[src/rtl/dp_ram_interface_if.sv]
// Peripheral register bus for dp_ram_interface.
// The master drives the strobes and write data. The slave returns the registered read data.
interface dp_ram_interface_if;
    logic        cs;
    logic        wr;
    logic        rd;
    logic [3:0]  addr;
    logic [15:0] dat_in;
    logic [7:0]  dp_mem_addr;
    logic [15:0] dat_out;

    modport master (
        output cs,
        output wr,
        output rd,
        output addr,
        output dat_in,
        output dp_mem_addr,
        input  dat_out
    );

    modport slave (
        input  cs,
        input  wr,
        input  rd,
        input  addr,
        input  dat_in,
        input  dp_mem_addr,
        output dat_out
    );
endinterface

[src/rtl/dp_ram_interface.sv]
// Register-mapped indirect access to an internal 256 x 16 dual-port RAM.
// Port A takes commit writes of DATA at ADDR. Port B feeds the RDWIN read window.
module dp_ram_interface (
    input  logic                  clk,
    input  logic                  rst,
    dp_ram_interface_if.slave     bus
);
    localparam logic [3:0] RegData   = 4'h0;
    localparam logic [3:0] RegRdwin  = 4'h2;
    localparam logic [3:0] RegAddr   = 4'h4;
    localparam logic [3:0] RegCommit = 4'h8;

    localparam int unsigned Depth = 256;

    logic [15:0] mem [Depth];

    logic [15:0] data_q, data_d;
    logic [7:0]  addr_q, addr_d;
    logic [15:0] dat_out_q, dat_out_d;

    logic        wr_en;
    logic        rd_en;
    logic        commit_en;
    logic [15:0] rd_src;
    logic [15:0] port_b_rdata;

    // A write wins over a simultaneous read.
    assign wr_en     = bus.cs & bus.wr;
    assign rd_en     = bus.cs & bus.rd & ~bus.wr;
    assign commit_en = wr_en & (bus.addr == RegCommit) & ~rst;

    // Port A is the commit write port. RAM contents survive reset.
    always_ff @(posedge clk) begin
        if (commit_en) begin
            mem[addr_q] <= data_q;
        end
    end

    // Port B is a combinational read, so that dat_out holds the pre-edge contents.
    assign port_b_rdata = mem[addr_q];

    always_comb begin
        data_d = data_q;
        addr_d = addr_q;
        if (wr_en) begin
            if (bus.addr == RegData) begin
                data_d = bus.dat_in;
            end
            if (bus.addr == RegAddr) begin
                addr_d = bus.dp_mem_addr;
            end
        end
    end

    always_comb begin
        rd_src = 16'h0000;
        case (bus.addr)
            RegData:  rd_src = data_q;
            RegRdwin: rd_src = port_b_rdata;
            RegAddr:  rd_src = {8'h00, addr_q};
            default:  rd_src = 16'h0000;
        endcase
    end

    always_comb begin
        dat_out_d = dat_out_q;
        if (rd_en) begin
            dat_out_d = rd_src;
        end
    end

    always_ff @(posedge clk) begin
        if (rst) begin
            data_q    <= 16'h0000;
            addr_q    <= 8'h00;
            dat_out_q <= 16'h0000;
        end else begin
            data_q    <= data_d;
            addr_q    <= addr_d;
            dat_out_q <= dat_out_d;
        end
    end

    assign bus.dat_out = dat_out_q;
endmodule

[src/flat_wrapper.sv]
// flat-port wrapper written by rule: the top's interface ports become plain ports
module dp_ram_interface_flat 
  (clk, rst, bus_cs, bus_wr, bus_rd, bus_addr, bus_dat_in, bus_dp_mem_addr, bus_dat_out);
  dp_ram_interface_if bus_i ();
  input  logic clk;
  input  logic rst;
  input wire logic [$bits(bus_i.cs)-1:0] bus_cs;
  input wire logic [$bits(bus_i.wr)-1:0] bus_wr;
  input wire logic [$bits(bus_i.rd)-1:0] bus_rd;
  input wire logic [$bits(bus_i.addr)-1:0] bus_addr;
  input wire logic [$bits(bus_i.dat_in)-1:0] bus_dat_in;
  input wire logic [$bits(bus_i.dp_mem_addr)-1:0] bus_dp_mem_addr;
  output wire logic [$bits(bus_i.dat_out)-1:0] bus_dat_out;
  assign bus_i.cs = bus_cs;
  assign bus_i.wr = bus_wr;
  assign bus_i.rd = bus_rd;
  assign bus_i.addr = bus_addr;
  assign bus_i.dat_in = bus_dat_in;
  assign bus_i.dp_mem_addr = bus_dp_mem_addr;
  assign bus_dat_out = bus_i.dat_out;
  dp_ram_interface u_core (.clk(clk), .rst(rst), .bus(bus_i));
endmodule
[config.mk]
export PLATFORM = sky130hd
export DESIGN_NAME = dp_ram_interface_flat
export DESIGN_NICKNAME = d
export VERILOG_FILES = /design/src/rtl/dp_ram_interface_if.sv /design/src/rtl/dp_ram_interface.sv /design/src/flat_wrapper.sv
export SDC_FILE = /design/constraint.sdc
export NUM_CORES = 2
export LEC_CHECK = 0
export ABC_AREA = 1
export CORE_UTILIZATION = 38
export CTS_BUF_LIST = sky130_fd_sc_hd__clkbuf_4 sky130_fd_sc_hd__clkbuf_8
export DETAILED_ROUTE_END_ITERATION = 10
export HOLD_SLACK_MARGIN = 0.12
export PLACE_DENSITY = 0.66
export SLEW_MARGIN = 20
export SYNTH_ARGS = -nofsm -noshare
export SYNTH_HDL_FRONTEND = slang
export SYNTH_SLANG_ARGS = --single-unit
[constraint.sdc]
create_clock -name clk -period 4.3 [get_ports clk]
set_clock_uncertainty 0.1 [all_clocks]
set_input_delay 0.645 -clock clk [delete_from_list [all_inputs] [get_ports clk]]
set_output_delay 0.645 -clock clk [all_outputs]
set_load 0.02 [all_outputs]
# [Word level (Yosys, flattened, before mapping)]
# Memory sizes are Yosys's and may differ from the RTL's. A register that Yosys moved wholly into a read port is not among the register bits.
# Cells that the tools add are included.
[totals] latch_bits=0 rom_bits=0 in_bits=33 n_memories=1 register_bits=40 output_inout_bits=16 mem_bits_rw=4096
[classes] bitwise=7 add_sub_neg=0 div_mod_pow=0 n_mux=5 magnitude_cmp=0 multipliers=0 n_reduce_logical=3 n_shift=0 eq_ne=3
[mem_list] name="u_core.mem" words=256 word_bits=16 read_ports=1 rd_ports_with_merged_regs=1 wr=1 line="dp_ram_interface.sv:15" source="logic [15:0] mem [Depth];"
[ops] operator="one-hot mux 16 bit (3 select lines)" n=1
[ops] operator="two-way mux 8 bit" n=2
[ops] operator="bitwise AND 1 bit" n=5
[ops] operator="== test 4 x 2 -> 1 bit, second input constant" n=1
[ops] operator="== test 4 x 3 -> 1 bit, second input constant" n=1
[ops] operator="== test 4 bit, second input constant" n=1
[ops] operator="zero test 4 bit" n=1
[ops] operator="AND reduction 2 bit" n=2
[ops] operator="two-way mux 1 bit" n=2
[ops] operator="NOT 1 bit" n=2

# [Depth between registers and ports, before layout]
[depth] depth_word=5 ltp_mapped=17 depth_no_buf=13

# [Worst setup path after synthesis]
# OpenSTA, ideal clock, no wires.
[synth_timing] kind="register -> register" start="register u_core.data_q[0]" end="memory u_core.mem[0][0] (data pin)" t_required_ns=3.341 synth_period_minus_slack_ns=4.372 stages_incl_launch_ff=1 arrival_ns=3.413 n_path_buf=0 slack_ns=-0.072 cell_sequence="dfxtp_1"
[synth_lines] item="from (decl)" line="dp_ram_interface.sv:17" source="logic [15:0] data_q, data_d;"
[synth_lines] item="from (signal assigned)" line="dp_ram_interface.sv:78" source="data_q <= data_d;"
[synth_lines] item="to (decl)" line="dp_ram_interface.sv:15"
# No word-level cell before the write port.

==> flow_metrics.env <==
export IMPL_most_common_library_cells_after_synthesis="nand2_1, edfxtp_1, nand3_1"
export IMPL_vias_post_dr=111334
export IMPL_critPathRequiredTime_ps=5310
export IMPL_cts_path_max_buffers=4
export IMPL_synthesis_warning_total=0
export IMPL_worst_skew_pair_latency_ps=1270
export IMPL_drive_above_1_share_pct=10.96
export IMPL_fin_max_slew_vios=0
export IMPL_largest_fanout_of_any_net_on_the_critical_path=36
export IMPL_dp_hpwl_microns=266800
export IMPL_fin_tns_setup_ps=0
export IMPL_wire_length_of_the_first_global_routing_pass_microns=696500
export IMPL_worst_r2r_path_depth=14
export IMPL_grt_start_max_net_pins=212
export IMPL_worst_slew_pin_transition_ps=1322
export IMPL_clock_sinks=4144
export IMPL_slew_limit_headroom_pct=11.54
export IMPL_fin_total_pwr_mw=77.29
export IMPL_irDropWorstVdd_v=0.0003435
export IMPL_grt_ovfl_total=0
export IMPL_post_synth_top_area_cell="edfxtp_1"
export IMPL_syn_num_nets=13798
export IMPL_power_density_mw_per_mm2=411.7
export IMPL_setup_violations=0
export IMPL_asyncSetResetFlopFracSynth_pct=0
export IMPL_final_hold_viol_count=0
export IMPL_global_route_usage_total_pct=20.87
export IMPL_synth_area_leaders="edfxtp_1, nand3_1, nand2_1"
export IMPL_synthesis_instances=13765
export IMPL_synthesis_area_sq_mm=0.1669
export IMPL_postSynthAreaPerCell_sq_um=12.13
export IMPL_num_nets_final=14129
export IMPL_first_iter_violations=15158
export IMPL_floorplan_initialDensity_pct=38.15
export IMPL_leading_cell_type_by_number_of_instances_after_synthesis="nand2_1"
export IMPL_finalWeightedCongestion=0.9061
export IMPL_final_antenna_net_count=0
export IMPL_timing_critical_path_mode_cell="nand3_1"
export IMPL_worstReg2RegEnd="u_core.bus.dat_out[2]"
export IMPL_timing_critical_path_depth=14
export IMPL_grt_setup_unrepaired="no"
export IMPL_drt_wirelength_per_cell_microns=23.56
export IMPL_floorplan_die_width_microns=664.8
export IMPL_route_detailed_drc=0
export IMPL_critical_path_top_delay_family="simple AND/OR/NAND/NOR gates"
export IMPL_critical_path_endpoint_type="flip-flop"
export IMPL_site_row_count=243
export IMPL_fin_crit_sh_pct=94.41
export IMPL_hold_class="input port to flip-flop"
export IMPL_postSynthRegisterBits=4144
export IMPL_die_height_microns=664.8
export IMPL_sum_of_buffers_and_inverters_on_the_critical_path=3
export IMPL_postSynth_topFlopCell="edfxtp_1"
export IMPL_critPathKind="flip-flop to flip-flop"
export IMPL_detail_route_first_pass_iterations=7
export IMPL_grt_pass1_vias=103870
export IMPL_netlist_area_leader_share_pct=73.69
export IMPL_fraction_of_the_yosys_area_taken_by_sequential_cells_pct=74.27
export IMPL_synth_enable_flop_cells=4096
export IMPL_cts_inserted_buffers=646
export IMPL_number_of_antenna_violations_at_the_first_check_in_global_routing=19
export IMPL_rrSetupSlack_ps=240
export IMPL_maxClockFrequency_mhz=246.3
export IMPL_synthDistinctLibCells=23
export IMPL_run_status="finished clean"
export IMPL_placeableCoreArea_sq_mm=0.4375
export IMPL_cts_root_buffer="clkbuf_8"
export IMPL_area_growth_syn_to_layout_pct=12.47
export IMPL_final_min_clock_period_ps=4060
export IMPL_crit_path_top_delay_cell="nand3_1"
export IMPL_worstPathArrival_ps=5070
export IMPL_cp_cell_sequence="inv_8 > buf_4 > buf_4 > nand3_1 > nand3_1 > nand3_1 > nand3_1 > nand3_1 > nand3_1 > nand3_1 > nand3_1 > nand2_1 > nand2_1 > a21oi_1"
export IMPL_postCtsSetupRepairBufs=0
export IMPL_die_area_sq_mm=0.4419
export IMPL_cts_clk_slew_worst_paths_ps=70
export IMPL_worstHoldPathCells=3
export IMPL_timing_critical_path_slowest_cell_delay_ps=510
export IMPL_vias_per_cell=5.472
export IMPL_place_port_buffers=48
export IMPL_top_level_ports=49
export IMPL_wirelength_microns=479400
export IMPL_clock_tree_htree_level_count=6
export IMPL_startpoint_type="flip-flop"
export IMPL_max_cap_violations=0
export IMPL_static_leakage_power_nw=62.29
export IMPL_tritoncts="built"
export IMPL_worstHoldStart="bus_dp_mem_addr[4]"
-- per-layer routing --
| layer | part of all wire [%] | GRT usage, % |
|---|---|---|
| met5 | 0.0021 | 0 |
| met4 | 4.8 | 9.893 |
| met3 | 10 | 4.343 |
| met2 | 46 | 32.33 |
| met1 | 39 | 28.12 |
-- through the flow --
stage / std cells / hold WS, ps / cell area [sq um] / utilization, % / setup slack (ps)
floorplan: 13765 / 407.7 / 166900 / - / 1340
global placement: 19177 / 460.9 / 175100 / 40.03 / 69.07
detailed placement: 19177 / 461.2 / 175100 / 40.03 / 135.1
CTS: 20331 / 122.8 / 187700 / 42.90 / 407.2
global route: 20333 / 159.0 / 187700 / 42.90 / 126.2
finish: 20346 / 179.3 / 187700 / 42.91 / 240.3
-- area by class of cell --
class	count	area (sq um)
Fill cell	39394	249800
Sequential cell	4144	124000
Inverter	31	170.2
Tap cell	5757	7203
Multi-Input combinational cell	8643	37700
Antenna cell	15	37.54
Clock buffer	906	10900
Clock inverter	220	1380
Timing Repair Buffer	630	6291
-- registers in the layout (all words and copies together), names as in the netlist, named ones only --
name	cells
u_core.addr_q	8
u_core.bus.dat_out	16
u_core.data_q	16
u_core.mem	4096
-- worst register-to-register path, cell delays in order (launching register included) --
cell and delay (ps):
dfxtp_4 460, inv_8 440, buf_4 510, buf_4 470, nand3_1 150, nand3_1 110
nand3_1 120, nand3_1 270, nand3_1 310, nand3_1 510, nand3_1 150, nand3_1 110
nand2_1 60, nand2_1 50, a21oi_1 60
-- report_power, final --
group | switching [mW] | internal, mW
Clock | 15.4 | 16.8
Sequential | 0.0328 | 43.8
Combinational | 0.963 | 0.338
-- worst max-delay path by stage --
stage	start	end	slack, ps
after global routing	flip-flop	u_core.bus.dat_out[0]	130
after floorplan	rst	u_core.mem[134][0]	1340
final	flip-flop	u_core.bus.dat_out[2]	240
after detailed placement	bus_addr[3]	u_core.mem[150][7]	140
after CTS	flip-flop	u_core.bus.dat_out[0]	410
after global placement	bus_addr[3]	u_core.mem[129][14]	70
-- placed cells by master (no fill, tap or decap), types with 12 or more instances in the layout --
cell type        count
clkinvlp_4          12
dfxtp_1             26
clkdlybuf4s50_1     47
nor2_1             275
clkinv_2            34
edfxtp_1          4096
clkinv_1           130
nand3_1           4082
a21oi_1             32
buf_4              444
nand2_2             16
diode_2             15
clkbuf_8           655
nand2_1           4214
inv_6               17
dlygate4sd3_1       28
buf_12             110
clkbuf_4           251
inv_1               25
dfxtp_4             22
inv_8               15
-- logic make-up (layout without fill, tap and decap cells) --
logic type,count (synthesis),count (layout),share of synthesized area (%)
simple gates,8595,8595,22.41
flops,4144,4144,74.27
buf+inv,978,1787,3.173
compound gates,48,48,0.1559
other cells,0,15,0
-- what timing repair did --
item | CTS | global route
hold buffers | 28 | 0
resized for setup | 0 | 0
hold endpoints to repair | 18 | 0
(Power assumes the default switching activity.)
